**config.mk**
```make
export PLATFORM = sky130hd
export DESIGN_NAME = alu_nibble_sequencer_flat
export DESIGN_NICKNAME = d
export VERILOG_FILES = /design/src/rtl/alu_nibble_sequencer_if.sv /design/src/rtl/alu_nibble_sequencer.sv /design/src/flat_wrapper.sv
export SDC_FILE = /design/constraint.sdc
export NUM_CORES = 1
export LEC_CHECK = 0
export BUFFER_PORTS_ARGS = -buffer_cell sky130_fd_sc_hd__buf_2
export CAP_MARGIN = 20
export CELL_PAD_IN_SITES_DETAIL_PLACEMENT = 1
export CELL_PAD_IN_SITES_GLOBAL_PLACEMENT = 2
export CORE_UTILIZATION = 35
export DETAILED_ROUTE_END_ITERATION = 12
export PLACE_DENSITY = 0.95
export SYNTH_ARGS = -nofsm -noshare
export SYNTH_HDL_FRONTEND = slang
export SYNTH_SLANG_ARGS = --single-unit
```
**constraint.sdc**
```tcl
create_clock -name clk -period 4.1 [get_ports clk]
set_input_delay 0.82 -clock clk [delete_from_list [all_inputs] [get_ports clk]]
set_output_delay 0.82 -clock clk [all_outputs]
set_load 0.02 [all_outputs]
```
**src/rtl/alu_nibble_sequencer_if.sv**
```systemverilog
// Request/response bundle between a client and alu_nibble_sequencer.
// Optional status outputs are present only with ALU_SEQ_STATUS_EN defined.
interface alu_nibble_sequencer_if #(
  parameter int unsigned NIBBLES = 4
);
  localparam int unsigned W = 4 * NIBBLES;

  logic         start;
  logic [W-1:0] a_in;
  logic [W-1:0] b_in;
  logic [3:0]   s_in;
  logic         m_in;
  logic         cn_in;
  logic         busy;
  logic         done;
  logic [W-1:0] f_out;
  logic         cn_out;
  logic         aeqb_out;
`ifdef ALU_SEQ_STATUS_EN
  logic         zero_out;
  logic         neg_out;

  modport master (output start, a_in, b_in, s_in, m_in, cn_in,
                  input  busy, done, f_out, cn_out, aeqb_out, zero_out, neg_out);
  modport slave  (input  start, a_in, b_in, s_in, m_in, cn_in,
                  output busy, done, f_out, cn_out, aeqb_out, zero_out, neg_out);
`else
  modport master (output start, a_in, b_in, s_in, m_in, cn_in,
                  input  busy, done, f_out, cn_out, aeqb_out);
  modport slave  (input  start, a_in, b_in, s_in, m_in, cn_in,
                  output busy, done, f_out, cn_out, aeqb_out);
`endif
endinterface

```
**src/rtl/alu_nibble_sequencer.sv**
```systemverilog
// Drives an external 4-bit combinational ALU one nibble per cycle to build a
// W-bit result, chaining the ALU carry unmodified between nibbles.
// Optional feature macro: ALU_SEQ_STATUS_EN (adds zero_out / neg_out).
module alu_nibble_sequencer #(
  parameter int unsigned NIBBLES = 4
) (
  input  logic                  clk,
  input  logic                  rst,
  alu_nibble_sequencer_if.slave req,
  output logic [3:0]            alu_A,
  output logic [3:0]            alu_B,
  output logic [3:0]            alu_S,
  output logic                  alu_M,
  output logic                  alu_Cn,
  input  logic [3:0]            alu_F,
  input  logic                  alu_Cn4,
  input  logic                  alu_AeqB
);
  localparam int unsigned W  = 4 * NIBBLES;
  localparam int unsigned KW = (NIBBLES > 1) ? $clog2(NIBBLES) : 1;
  localparam int unsigned SW = KW + 2;

  typedef enum logic [1:0] {IDLE, RUN, DONE} state_t;

  state_t        state_q, state_d;
  logic [KW-1:0] k_q, k_d;
  logic [W-1:0]  a_q, a_d, b_q, b_d, f_q, f_d;
  logic [3:0]    s_q, s_d;
  logic          m_q, m_d;
  logic          eq_q, eq_d;
  logic          busy_q, busy_d, done_q, done_d;
  logic          cn_out_q, cn_out_d, aeqb_q, aeqb_d;
  logic [3:0]    alu_a_d, alu_b_d, alu_s_d;
  logic          alu_m_d, alu_cn_d;
  logic [SW-1:0] sh_cur, sh_nxt;
`ifdef ALU_SEQ_STATUS_EN
  logic          zero_q, zero_d, neg_q, neg_d;
`endif

  // Bit offsets of the current and the following nibble
  assign sh_cur = {k_q, 2'b00};
  assign sh_nxt = {k_q + KW'(1), 2'b00};

  // Next-state, datapath and next-output logic
  always_comb begin
    state_d  = state_q;
    k_d      = k_q;
    a_d      = a_q;
    b_d      = b_q;
    s_d      = s_q;
    m_d      = m_q;
    eq_d     = eq_q;
    f_d      = f_q;
    cn_out_d = cn_out_q;
    aeqb_d   = aeqb_q;
    busy_d   = 1'b0;
    done_d   = 1'b0;
    alu_a_d  = 4'h0;
    alu_b_d  = 4'h0;
    alu_s_d  = 4'h0;
    alu_m_d  = 1'b0;
    alu_cn_d = 1'b0;
`ifdef ALU_SEQ_STATUS_EN
    zero_d   = zero_q;
    neg_d    = neg_q;
`endif
    unique case (state_q)
      IDLE: begin
        if (req.start) begin
          state_d  = RUN;
          k_d      = '0;
          a_d      = req.a_in;
          b_d      = req.b_in;
          s_d      = req.s_in;
          m_d      = req.m_in;
          eq_d     = 1'b1;
          f_d      = '0;
          busy_d   = 1'b1;
          alu_a_d  = req.a_in[3:0];
          alu_b_d  = req.b_in[3:0];
          alu_s_d  = req.s_in;
          alu_m_d  = req.m_in;
          alu_cn_d = req.cn_in;
        end
      end
      RUN: begin
        busy_d = 1'b1;
        f_d    = (f_q & ~(W'(4'hF) << sh_cur)) | (W'(alu_F) << sh_cur);
        eq_d   = eq_q & alu_AeqB;
        if (k_q == KW'(NIBBLES - 1)) begin
          state_d  = DONE;
          done_d   = 1'b1;
          cn_out_d = alu_Cn4;
          aeqb_d   = eq_d;
`ifdef ALU_SEQ_STATUS_EN
          zero_d   = (f_d == '0);
          neg_d    = f_d[W-1];
`endif
        end else begin
          k_d      = k_q + KW'(1);
          alu_a_d  = 4'(a_q >> sh_nxt);
          alu_b_d  = 4'(b_q >> sh_nxt);
          alu_s_d  = s_q;
          alu_m_d  = m_q;
          alu_cn_d = alu_Cn4;
        end
      end
      DONE: begin
        state_d = IDLE;
        k_d     = '0;
      end
      default: state_d = IDLE;
    endcase
  end

  // State and output registers, cleared asynchronously by rst
  always_ff @(posedge clk or posedge rst) begin
    if (rst) begin
      state_q  <= IDLE;
      k_q      <= '0;
      a_q      <= '0;
      b_q      <= '0;
      s_q      <= 4'h0;
      m_q      <= 1'b0;
      eq_q     <= 1'b0;
      f_q      <= '0;
      cn_out_q <= 1'b0;
      aeqb_q   <= 1'b0;
      busy_q   <= 1'b0;
      done_q   <= 1'b0;
      alu_A    <= 4'h0;
      alu_B    <= 4'h0;
      alu_S    <= 4'h0;
      alu_M    <= 1'b0;
      alu_Cn   <= 1'b0;
`ifdef ALU_SEQ_STATUS_EN
      zero_q   <= 1'b0;
      neg_q    <= 1'b0;
`endif
    end else begin
      state_q  <= state_d;
      k_q      <= k_d;
      a_q      <= a_d;
      b_q      <= b_d;
      s_q      <= s_d;
      m_q      <= m_d;
      eq_q     <= eq_d;
      f_q      <= f_d;
      cn_out_q <= cn_out_d;
      aeqb_q   <= aeqb_d;
      busy_q   <= busy_d;
      done_q   <= done_d;
      alu_A    <= alu_a_d;
      alu_B    <= alu_b_d;
      alu_S    <= alu_s_d;
      alu_M    <= alu_m_d;
      alu_Cn   <= alu_cn_d;
`ifdef ALU_SEQ_STATUS_EN
      zero_q   <= zero_d;
      neg_q    <= neg_d;
`endif
    end
  end

  assign req.busy     = busy_q;
  assign req.done     = done_q;
  assign req.f_out    = f_q;
  assign req.cn_out   = cn_out_q;
  assign req.aeqb_out = aeqb_q;
`ifdef ALU_SEQ_STATUS_EN
  assign req.zero_out = zero_q;
  assign req.neg_out  = neg_q;
`endif

endmodule
```
**src/flat_wrapper.sv**
```systemverilog
// flat-port wrapper written by rule: the top's interface ports become plain ports
module alu_nibble_sequencer_flat 
#(
  parameter int unsigned NIBBLES = 4
)
  (clk, rst, alu_A, alu_B, alu_S, alu_M, alu_Cn, alu_F, alu_Cn4, alu_AeqB, req_start, req_a_in, req_b_in, req_s_in, req_m_in, req_cn_in, req_busy, req_done, req_f_out, req_cn_out, req_aeqb_out);
  alu_nibble_sequencer_if #(.NIBBLES(NIBBLES)) req_i ();
  input  logic clk;
  input  logic rst;
  output logic [3:0] alu_A;
  output logic [3:0] alu_B;
  output logic [3:0] alu_S;
  output logic alu_M;
  output logic alu_Cn;
  input  logic [3:0] alu_F;
  input  logic alu_Cn4;
  input  logic alu_AeqB;
  input wire logic [$bits(req_i.start)-1:0] req_start;
  input wire logic [$bits(req_i.a_in)-1:0] req_a_in;
  input wire logic [$bits(req_i.b_in)-1:0] req_b_in;
  input wire logic [$bits(req_i.s_in)-1:0] req_s_in;
  input wire logic [$bits(req_i.m_in)-1:0] req_m_in;
  input wire logic [$bits(req_i.cn_in)-1:0] req_cn_in;
  output wire logic [$bits(req_i.busy)-1:0] req_busy;
  output wire logic [$bits(req_i.done)-1:0] req_done;
  output wire logic [$bits(req_i.f_out)-1:0] req_f_out;
  output wire logic [$bits(req_i.cn_out)-1:0] req_cn_out;
  output wire logic [$bits(req_i.aeqb_out)-1:0] req_aeqb_out;
  assign req_i.start = req_start;
  assign req_i.a_in = req_a_in;
  assign req_i.b_in = req_b_in;
  assign req_i.s_in = req_s_in;
  assign req_i.m_in = req_m_in;
  assign req_i.cn_in = req_cn_in;
  assign req_busy = req_i.busy;
  assign req_done = req_i.done;
  assign req_f_out = req_i.f_out;
  assign req_cn_out = req_i.cn_out;
  assign req_aeqb_out = req_i.aeqb_out;
  alu_nibble_sequencer #(.NIBBLES(NIBBLES)) u_core (.clk(clk), .rst(rst), .req(req_i), .alu_A(alu_A), .alu_B(alu_B), .alu_S(alu_S), .alu_M(alu_M), .alu_Cn(alu_Cn), .alu_F(alu_F), .alu_Cn4(alu_Cn4), .alu_AeqB(alu_AeqB));
endmodule
```
# After elaboration in Yosys (flattened, before gate mapping)
# Index checks and enable logic that the tools add are counted.
[totals]
regBits = 76
inputBits = 47
out_inout_bits = 34
word_cells = 69
[op_classes]
addsub = 1
eq_ne = 6
n_shift = 4
n_mux = 29
bitwise_logic = 4
reduce_logical = 8
[ops]
columns = ["cell", "count"]
rows = [
  ["16-bit case mux with 2 select lines", 1],
  ["16-bit by 4-bit >> shifter with 4-bit output", 2],
  ["4-bit 2-to-1 mux", 6],
  ["4-bit case mux with 2 select lines", 3],
  ["16-bit AND", 1],
  ["16-bit 2-to-1 mux", 1],
  ["16-bit inverter", 1],
  ["16-bit bitwise OR", 1],
  ["4-bit by 4-bit << shifter with 16-bit output", 1],
  ["4-bit by 4-bit << shifter with 16-bit output (first input constant)", 1],
  ["1-bit 2-to-1 mux", 8],
  ["2-bit 2-to-1 mux", 4],
  ["1-bit case mux with 2 select lines", 4],
  ["2-bit AND reduction", 4],
  ["2-bit case mux with 3 select lines", 1],
  ["2-bit equality test (second input constant)", 2],
  ["2-bit != test (second input constant)", 2],
  ["2-bit case mux with 2 select lines", 1],
  ["3-bit AND reduction", 1],
  ["3-bit nonzero test", 1],
  ["2-bit by 1-bit adder with 2-bit output (second input constant)", 1],
  ["2-bit by 1-bit equality test with 1-bit output (second input constant)", 1],
  ["2-bit zero test", 1],
  ["2-bit by 1-bit != test with 1-bit output (second input constant)", 1],
  ["2 further kinds", 2],
]

# Logic depth before layout (Yosys ltp)
# Gate-level depths: netlist of run 1.
[logic_depth]
depth_word = 5
depth_mapped = 6
ltp_nobuf = 5

# Worst setup path before layout of run 1
# Ideal clock, no wire load.
[synth_path]
path_kind = "register to register"
start = "register u_core.k_q[0]"
end = "register u_core.alu_A[0]"
setup_ps = 138
t_arrival_ps = 1624
required_ps = 3962
setup_slack_ps = 2338
stages_incl_launch_ff = 7
path_buffers = 2
period_less_slack_ps = 1762
cell_sequence = "dfrtp_1 -> inv_1 -> ha_1 -> buf_2 -> buf_2 -> mux2i_1 -> o221ai_1"
[synth_via]
elab_chain_len = 4
word_cells_on_any_way = 5
classes_between = "add/sub (1); eq/ne (1); shift (1); mux (2)"
[synth_lines]
columns = ["item", "line", "rtl"]
rows = [
  ["start, declared", "alu_nibble_sequencer.sv:26", "logic [KW-1:0] k_q, k_d;"],
  ["start signal, assigned", "alu_nibble_sequencer.sv:142", "k_q <= k_d;"],
  ["2-bit by 1-bit adder with 2-bit output", "alu_nibble_sequencer.sv:42", "assign sh_nxt = {k_q + KW'(1), 2'b00};"],
  ["16-bit by 4-bit >> shifter with 4-bit output", "alu_nibble_sequencer.sv:101", "alu_a_d = 4'(a_q >> sh_nxt);"],
  ["4-bit 2-to-1 mux *", "alu_nibble_sequencer.sv:90", "if (k_q == KW'(NIBBLES - 1)) begin"],
  ["4-bit case mux with 2 select lines *", "alu_nibble_sequencer.sv:67", "unique case (state_q)"],
  ["net u_core.alu_a_d[0]", "alu_nibble_sequencer.sv:33", "logic [3:0] alu_a_d, alu_b_d, alu_s_d;"],
  ["end signal, assigned", "alu_nibble_sequencer.sv:153", "alu_A <= alu_a_d;"],
  ["end, declared", "alu_nibble_sequencer.sv:10", "output logic [3:0] alu_A,"],
]
# Mark *: on every way through the listed nets, which the timed path passes. The rest lies on a longest branch.
# A chain may end at the register's enable or synchronous reset.

# Worst setup path after layout of run 1
[layout_path]
start = "register u_core.k_q[0]"
end = "register u_core.alu_B[2]"
[layout_via]
elab_chain_len = 4
word_cells_on_any_way = 5
classes_between = "add/sub (1); eq/ne (1); shift (1); mux (2)"
[layout_lines]
columns = ["item", "line", "rtl"]
rows = [
  ["2-bit by 1-bit adder with 2-bit output", "alu_nibble_sequencer.sv:42", ""],
  ["16-bit by 4-bit >> shifter with 4-bit output", "alu_nibble_sequencer.sv:102", "alu_b_d = 4'(b_q >> sh_nxt);"],
  ["4-bit 2-to-1 mux *", "alu_nibble_sequencer.sv:90", ""],
  ["4-bit case mux with 2 select lines *", "alu_nibble_sequencer.sv:67", ""],
  ["net u_core.alu_b_d[2]", "alu_nibble_sequencer.sv:33", ""],
  ["end signal, assigned", "alu_nibble_sequencer.sv:154", "alu_B <= alu_b_d;"],
  ["end, declared", "alu_nibble_sequencer.sv:11", "output logic [3:0] alu_B,"],
]
# Marks and branches as above.

==> run summary, run 1 <==
register area share after synthesis = 59.7%
core area = 8760 sq um
largest net degree at the start of global routing = 53
Worst setup SP type = flop
Hold Crit Start = u_core.b_q[2]$_DFFE_PP0P_
HPWL Detailed = 5.59 mm
die area = 9490 sq um
RSZ-0062 raised after global routing = false
Via Count = 2457
post-DR wirelength/cell = 15.8 um
pwr dens = 847 nW/um^2
# IOs = 81
YS warnings = 0
layout cell share with drive strength beyond 1 = 26.6%
WP buf/inv = 1
overall global routing resource usage = 17.8%
final core occ = 44.4%
area grow syn2layout = 22.1%
IO buf count = 80
syn_area_per_cell = 10.5 sq um
Synth async-reset ratio = 100%
Syn Nets = 355
post-route ant nets = 0
Fmax = 0.464 GHz
max_cap viols = 0
crit path DAT = 2.34 ns
Max Slew Vio Count = 0
R2R Path End = u_core.alu_B[2]$_DFF_PP0_
fin crit period = 2.15 ns
cell class contributing the biggest share of worst-path delay = adder cells
CTS clk-pin slew, worst paths = 0.07 ns
first-pass detailed-route iteration total = 4
fin crit share = 52.6%
final WL = 7.80 mm
global-route wire length before repair = 13.5 mm
Synth Instances = 303
Post-synth EDFFs = 0
vias per cell = 4.96
Starting DRT DRC Count = 64
DIE HEIGHT = 97.4 um
DRC = 0
chip width = 97.4 um
H-Tree Depth = 3
Seq cells post-synth = 76
final hold violations = 0
Worst R2R Path Depth = 4
post-CTS setup buffer count = 0
placed cells = 480
layout net count = 435
slew at the pin closest to its max-slew limit = 0.908 ns
Starting Density = 36.4%
CTS Hold Buffers Added = 0
CTS sink count = 76
CTS root buf = clkbuf_8
Reg-to-Reg Start = u_core.k_q[0]$_DFFE_PP0P_
initial antenna violation count = 0
Num CTS Buffers = 9
crit-path cells = inv_1 > ha_1 > mux2i_1 > o221ai_1
crit path kind = reg2reg
fill count = 1007
max incr delay on CP = 0.92 ns
Min-Delay Endpoint = u_core.b_q[2]$_DFFE_PP0P_
status = finished clean
Synth cell types = 30
maximum clock path buffer count = 2
Hold Path Class = reg2reg
routability-driven placement congestion ratio = 0.795
post-route insts no fill = 495
cell depth of the worst hold path = 2
GRT overflow = 0
Max-Slew Margin vs Limit = 39.5%
crit path capture type = flop
Rows = 34
FF-to-FF setup slack = 1.95 ns
synthesized cell area = 3190 sq um
CTS tree = done
CP max FO = 17
number of gates resized after cts = 0
skew final = 0.0117 ns
WHS = 0.480 ns
Worst Path Required = 4.29 ns
Max VDD drop = 0.314 mV
vias in the first global route = 2717
ys flop type = dfrtp_1
final setup violation count = 0
Crit-path slowest cell = ha_1
Inserted Diodes = 0
LEAKAGE = 2.10 nW
Clock Latency Late Sink = 0.35 ns
post-route setup TNS = 0 ns
-- cells in the mapped netlist (all sizes together) (2+ instances only) --
master,count,area share [%]
nor3b,2,0.63
nand2b,2,0.63
a21o,4,0.94
nor3,4,0.63
a22o,20,5.5
nor2,5,0.59
nand2,123,14
buf,14,3.2
o21ai,5,0.78
inv,5,0.59
ha,5,2.0
o221ai,8,2.2
mux2i,16,5.0
dfrtp,76,60
a21oi,2,0.31
-- layer usage --
metal / track usage (%) / vias to the layer above / wire length (um)
met5: 0 / - / 0
li1: - / 1172 / -
met2: 29.3 / 69 / 3760
met3: 4.75 / 10 / 364
met1: 23.4 / 1206 / 3600
met4: 4.41 / 0 / 81
-- cell families after synthesis --
| logic type | Yosys count | share of synthesized area (%) |
|---|---|---|
| AND/OR/NAND/NOR | 141 | 18.1 |
| flip-flops | 76 | 59.7 |
| buffers and inverters | 20 | 3.89 |
| adder cells (fa/ha/maj) | 5 | 1.96 |
| multiplexers | 17 | 5.38 |
| AO/OA/AOI/OAI | 44 | 11.1 |
-- registers in the layout, indices dropped and copies added (netlist names), 2 cells and up --
signal,count
u_core.state_q,2
u_core.b_q,16
u_core.s_q,4
u_core.a_q,16
u_core.req.f_out,16
u_core.k_q,2
u_core.alu_A,4
u_core.alu_S,4
u_core.alu_B,4
-- power by group --
| part | switching (mW) | total, mW | internal, mW | leakage, nW |
|---|---|---|---|---|
| logic | 0.771 | 1.31 | 0.538 | 1.02 |
| registers | 0.226 | 1.31 | 1.08 | 0.958 |
| clock network | 0.266 | 0.681 | 0.416 | 0.122 |
-- stage by stage --
step | instance area [sq um] | power [mW] | setup WS, ns
2_1_floorplan | 3190 | 2.25 | 1.34
3_3_place_gp | 3660 | 2.57 | 2.03
3_5_place_dp | 3660 | 2.65 | 1.97
4_1_cts | 3890 | 3.34 | 1.92
5_1_grt | 3890 | 3.54 | 1.82
6_report | 3890 | 3.30 | 1.95
-- worst min-delay path, cell delays in order, from the launching register on --
cell and delay [ns]:
dfrtp_1 0.34, nand2_1 0.05, nand2_1 0.06
-- cell type report --
type | instances | area [sq um] | share of cell area [%]
clock buffer | 10 | 138 | 3.53
clock inverter | 5 | 100 | 2.57
inverter | 5 | 20.0 | 0.514
multi-input combinational | 207 | 1170 | 30.0
sequential | 76 | 1900 | 48.8
tap | 108 | 135 | 3.47
timing repair buffer | 84 | 430 | 11.1
-- worst max-delay path by stage --
stage / slack, ns / startpoint / cells past startpoint / end
5_1_grt: 1.82 / u_core.k_q[0]$_DFFE_PP0P_ / 5 / u_core.k_q[1]$_DFFE_PP0P_
2_1_floorplan: 1.34 / rst / 1 / u_core.a_q[0]$_DFFE_PP0P_
6_report: 1.95 / u_core.k_q[0]$_DFFE_PP0P_ / 4 / u_core.alu_B[2]$_DFF_PP0_
3_3_place_gp: 2.03 / req_start / 5 / u_core.alu_B[0]$_DFF_PP0_
3_5_place_dp: 1.97 / u_core.k_q[0]$_DFFE_PP0P_ / 4 / u_core.alu_B[3]$_DFF_PP0_
4_1_cts: 1.92 / u_core.k_q[0]$_DFFE_PP0P_ / 4 / u_core.alu_B[2]$_DFF_PP0_
-- cells in the final DEF, fill, tap and decap left out, types with 4 or more instances in the layout --
cell type	instances
nor2_1	5
buf_2	80
a22o_1	20
clkbuf_8	10
mux2i_1	16
buf_4	4
inv_1	4
a21o_1	4
dfrtp_1	76
nand2_1	123
o221ai_1	8
ha_1	5
nor3_1	4
o21ai_0	5
Power figures use the tool's default switching activity.
==> run 2, diff against run 1 <==
Settings changed: CORE_UTILIZATION 35 to 33, PLACE_DENSITY 0.95 to 0.91.
Clock period 4.1 ns to 2.2 ns, I/O delays scaled along.
==> run 2 against run 1 <==
Cell count grew 5.1%. Non-clock buffer count increased by 3. Worst hold slack got worse by 0.34 ns. Critical path type unchanged. Maximum frequency up 22%. Cell area up 0.71%. Setup slack got worse by 1.5 ns. Global-route usage down 0.87 points. Register-to-register slack lost 1.5 ns. Clock power grew 57%. Sequential power increased by 85%. Die area increased by 5.9%. Clock skew shrank 0.0045 ns.
==> run summary, run 2 (same netlist as run 1, synthesis figures left out) <==
HPWL Detailed = 5.61 mm (+0.26%)
sw power = 2.37 mW (+87%)
Inserted Diodes = 0 (unchanged)
post-DR wirelength/cell = 15.0 um (-4.9%)
GRT overflow = 0 (unchanged)
commonest non-fill, non-tap cell in the layout = nand2_1
max_cap viols = 0 (unchanged)
switching portion of total power = 39.7% (+1.4 points)
final hold violations = 0 (unchanged)
overall global routing resource usage = 17.0% (-0.87 points)
post-route ant nets = 0 (unchanged)
Max-Slew Margin vs Limit = 57.0% (+17 points)
final WL = 7.79 mm (about the same)
grt met3 use = 2.99% (-1.8 points)
global-route met2 utilization = 27.4% (-1.9 points)
CTS clk-pin slew, worst paths = 0.08 ns (about the same)
Worst setup SP type = flop
# IOs = 81 (unchanged)
status = finished clean
post-route setup TNS = 0 ns (unchanged)
H-Tree Depth = 3 (unchanged)
post-CTS setup buffer count = 0 (unchanged)
IO buf count = 80 (unchanged)
crit path capture type = flop
FF-to-FF setup slack = 0.44 ns (-1.50 ns)
layout cell share with drive strength beyond 1 = 27.4% (+0.75 points)
CTS tree = done
CTS root buf = clkbuf_8
Power, Total = 5.96 mW (+81%)
Max Slew Vio Count = 0 (unchanged)
clock share of power = 17.9% (-2.8 points)
vias per cell = 4.64 (-6.5%)
crit path DAT = 2.01 ns (-0.33 ns)
setup ws final = 0.441 ns (-1.50 ns)
CP max FO = 19 (+2)
Num CTS Buffers = 9 (unchanged)
Gate power share = 41.4% (+1.7 points)
fin crit share = 80.0% (+27 points)
core area = 9280 sq um (+5.9%)
chip width = 100 um (+2.9%)
CTS Hold Buffers Added = 0 (unchanged)
first-pass detailed-route iteration total = 4 (unchanged)
final core occ = 42.2% (-2.2 points)
busiest grt layer = met2
maximum clock path buffer count = 2 (unchanged)
skew final = 0.00720 ns (-0.00446 ns)
slew at the pin closest to its max-slew limit = 0.646 ns (-0.262 ns)
layout net count = 438 (+0.69%)
Starting Density = 34.3% (-2.0 points)
area grow syn2layout = 23.0%
pre-CTS WS = 0.431 ns (-1.54 ns)
commonest non-fill, non-tap cells in the layout = nand2_1 (123), buf_2 (80), dfrtp_1 (76)
Starting DRT DRC Count = 43 (-33%)
fin crit period = 1.76 ns (-0.395 ns)
CTS sink count = 76 (unchanged)
die area = 10100 sq um (+5.9%)
Worst Path Required = 2.45 ns (-1.84 ns)
Rows = 35 (+2.9%)
global-route wire length before repair = 13.0 mm (-3.8%)
routability-driven placement congestion ratio = 0.750 (-5.7%)
Via Count = 2414 (-1.8%)
RSZ-0062 raised after global routing = false
vias in the first global route = 2603 (-4.2%)
final setup violation count = 0 (unchanged)
Fmax = 0.568 GHz (+22%)
sequential power share = 40.7% (+1.0 points)
DIE HEIGHT = 100 um (+2.9%)
crit path kind = reg2reg
initial antenna violation count = 0 (unchanged)
pwr dens = 1520 nW/um^2 (+79%)
Max VDD drop = 0.453 mV (+45%)
LEAKAGE = 2.09 nW (-0.40%)
DRC = 0 (unchanged)
Hold Path Class = in2async
Clock Latency Late Sink = 0.34 ns (about the same)
GRT met1 Usage = 22.7% (-0.73 points)
largest net degree at the start of global routing = 41 (-23%)
number of gates resized after cts = 0 (unchanged)
Pint = 3.60 mW (+77%)
==> run 2: changes by cell type in the layout (fill, tap and decap cells not counted) <==
| cell | change |
|---|---|
| buf_12 | +1 |
| clkinvlp_4 | +3 |
| bufinv_16 | -2 |
| buf_4 | +2 |
| clkinv_2 | -1 |
| clkinv_4 | +1 |
==> run 2: layer usage <==
layer | part of all wire [%] | wire, um
met5 | 0 | 0
met4 | 1.4 | 109
met3 | 3.8 | 294
met2 | 47 | 3640
met1 | 48 | 3740
==> run 2: power groups by stage <==
stage	Combinational (mW)	Clock [mW]	Sequential, mW
after floorplan	1.60	0	2.61
after global placement	2.42	0	2.41
after detailed placement	2.52	0	2.45
after CTS	2.52	1.11	2.43
after global routing	2.77	1.15	2.50
final	2.47	1.07	2.43
==> run 2: through the flow <==
| step | cells | instance area, sq um | hold slack, ns |
|---|---|---|---|
| final | 520 | 3920 | 0.140 |
| after global routing | 520 | 3920 | 0.168 |
| after CTS | 520 | 3920 | 0.139 |
| after detailed placement | 504 | 3720 | 0.464 |
| after global placement | 504 | 3720 | 0.457 |
| after floorplan | 303 | 3190 | 0.444 |
==> run 2: worst max-delay path, stage by stage, from the launching register on <==
cell	delay (ns)
dfrtp_1	0.76
nand2b_4	0.13
or3_1	0.51
o221ai_1	0.27
==> run 2: worst paths after layout <==
kind | from | endpoint | cells after the start
worst max-delay path | u_core.state_q[0]$_DFFE_PP0P_ | u_core.alu_A[1]$_DFF_PP0_ | 3
worst min-delay path | rst | u_core.req.f_out[3]$_DFFE_PP0P_ | 2
worst max register to register | u_core.state_q[0]$_DFFE_PP0P_ | u_core.alu_A[1]$_DFF_PP0_ | 3
worst min register to register | u_core.b_q[4]$_DFFE_PP0P_ | u_core.b_q[4]$_DFFE_PP0P_ | 2
max in group asynchronous | rst | u_core.b_q[7]$_DFFE_PP0P_ | 3
min in group clk | req_a_in[9] | u_core.a_q[9]$_DFFE_PP0P_ | 3
==> run 2: layout make-up <==
type / count / area [sq um]
timing repair buffer: 87 / 465
multi-input combinational: 207 / 1170
fill: 1075 / 5360
tap: 129 / 161
clock inverter: 6 / 63.8
sequential: 76 / 1900
inverter: 5 / 22.5
clock buffer: 10 / 138
==> run 3, diff against run 2 <==
Clock period 2.2 ns to 1.8 ns, I/O delays scaled along.
==> run 3 against run 2 <==
Sequential share of layout area down 1.2 points. Power up 29%. Via count up 0.87%. Critical path depth up 2. First-iteration DRC count up 30%. Non-clock buffer count up 3. Largest power group unchanged. Count of clock-buffer cells in the layout down 1. Sequential cell count unchanged.
==> run summary, run 3 (same netlist as run 1, synthesis figures left out) <==
overall global routing resource usage = 17.3% (+0.30 points)
commonest non-fill, non-tap cells in the layout = nand2_1 (123), buf_2 (80), dfrtp_1 (75)
fin area = 4030 sq um (+2.7%)
post-DR wirelength/cell = 15.1 um (+0.61%)
IO buf count = 80 (unchanged)
post-route ant nets = 0 (unchanged)
final core occ = 43.4% (+1.1 points)
layout net count = 441 (+0.68%)
Worst setup SP type = flop
CTS sink count = 76 (unchanged)
H-Tree Depth = 3 (unchanged)
Inserted Diodes = 0 (unchanged)
Clock Latency Late Sink = 0.36 ns (+0.02 ns)
chip width = 100 um (unchanged)
number of gates resized after cts = 0 (unchanged)
# IOs = 81 (unchanged)
CTS Hold Buffers Added = 0 (unchanged)
Num CTS Buffers = 9 (unchanged)
LEAKAGE = 2.14 nW (+2.5%)
post-route setup TNS = 0 ns (unchanged)
fin crit period = 1.65 ns (-0.110 ns)
crit path capture type = flop
Area after DPL = 3780 sq um (+1.6%)
GRT overflow = 0 (unchanged)
status = finished clean
Rows = 35 (unchanged)
post-CTS setup buffer count = 0 (unchanged)
Max VDD drop = 0.685 mV (+51%)
vias per cell = 4.66 (+0.29%)
routability-driven placement congestion ratio = 0.748 (-0.25%)
die area = 10100 sq um (unchanged)
first-pass detailed-route iteration total = 4 (unchanged)
DIE HEIGHT = 100 um (unchanged)
final setup violation count = 0 (unchanged)
crit path DAT = 1.87 ns (-0.14 ns)
largest net degree at the start of global routing = 41 (unchanged)
final hold violations = 0 (unchanged)
CTS root buf = clkbuf_8
Starting Density = 34.3% (unchanged)
layout cell share with drive strength beyond 1 = 28.2% (+0.81 points)
CTS clk-pin slew, worst paths = 0.09 ns (about the same)
final WL = 7.88 mm (+1.2%)
RSZ-0062 raised after global routing = false
pwr dens = 1920 nW/um^2 (+26%)
max_cap viols = 0 (unchanged)
core area = 9280 sq um (unchanged)
vias in the first global route = 2665 (+2.4%)
CP max FO = 17 (-2)
fin crit share = 91.6% (+12 points)
maximum clock path buffer count = 2 (unchanged)
HPWL Detailed = 5.76 mm (+2.6%)
CTS tree = done
DRC = 0 (unchanged)
slew at the pin closest to its max-slew limit = 0.539 ns (-0.106 ns)
Max Slew Vio Count = 0 (unchanged)
Worst Path Required = 2.02 ns (-0.43 ns)
Hold Path Class = in2async
area grow syn2layout = 26.3%
Via Count = 2435 (+0.87%)
Max-Slew Margin vs Limit = 63.8% (+6.8 points)
crit path kind = reg2reg
Fmax = 0.606 GHz (+6.7%)
initial antenna violation count = 0 (unchanged)
Starting DRT DRC Count = 56 (+30%)
global-route wire length before repair = 13.3 mm (+2.3%)
skew final = 0.0119 ns (+0.00472 ns)
commonest non-fill, non-tap cell in the layout = nand2_1
-- run 3: critical path, stage by stage, from the launching register on --
cell and delay [ns]:
dfrtp_1 0.49, inv_1 0.14, ha_1 0.34, buf_12 0.18, mux2i_1 0.22, o221ai_1 0.14
-- run 3: routing by layer --
| layer | vias up | track usage [%] | wire [um] |
|---|---|---|---|
| li1 | 1185 | - | - |
| met5 | - | 0 | 0 |
| met4 | 0 | 5.69 | 106 |
| met3 | 11 | 4.04 | 373 |
| met1 | 1178 | 22.2 | 3620 |
| met2 | 61 | 28.7 | 3790 |
-- run 3: area by class of cell --
class	instances	area (sq um)
inverters	5	22.5
repair buffers	90	526
clock buffers	9	124
well taps	129	161
fillers	1082	5260
flip-flops and latches	76	1900
clock inverters	7	121
multi-input cells	207	1170
-- run 3: through the flow --
stage          total power, mW  worst slack, ns  hold slack, ns  instances
2_1_floorplan             5.14           0.0382           0.444        303
3_3_place_gp              6.01            0.243           0.426        507
3_5_place_dp              6.21            0.118           0.432        507
4_1_cts                   7.84            0.117          0.0391        523
5_1_grt                   8.30           0.0303          0.0537        523
6_report                  7.72            0.150          0.0360        523
-- run 3: final timing paths --
kind,slack [ns],end,start,cells past startpoint
worst max-delay path,0.15,u_core.alu_A[2]$_DFF_PP0_,u_core.k_q[1]$_DFFE_PP0P_,5
worst min-delay path,0.04,u_core.b_q[1]$_DFFE_PP0P_,rst,2
worst max register to register,0.15,u_core.alu_A[2]$_DFF_PP0_,u_core.k_q[1]$_DFFE_PP0P_,5
worst min register to register,0.48,u_core.a_q[1]$_DFFE_PP0P_,u_core.a_q[1]$_DFFE_PP0P_,2
max in group asynchronous,1.25,u_core.a_q[8]$_DFFE_PP0P_,rst,3
min in group clk,0.18,u_core.b_q[4]$_DFFE_PP0P_,req_b_in[4],3
-- run 3: report_power, final --
| group | total (mW) | switching, mW | internal (mW) |
|---|---|---|---|
| combinational | 3.20 | 1.85 | 1.35 |
| sequential | 2.91 | 0.445 | 2.47 |
| clock | 1.60 | 0.672 | 0.931 |
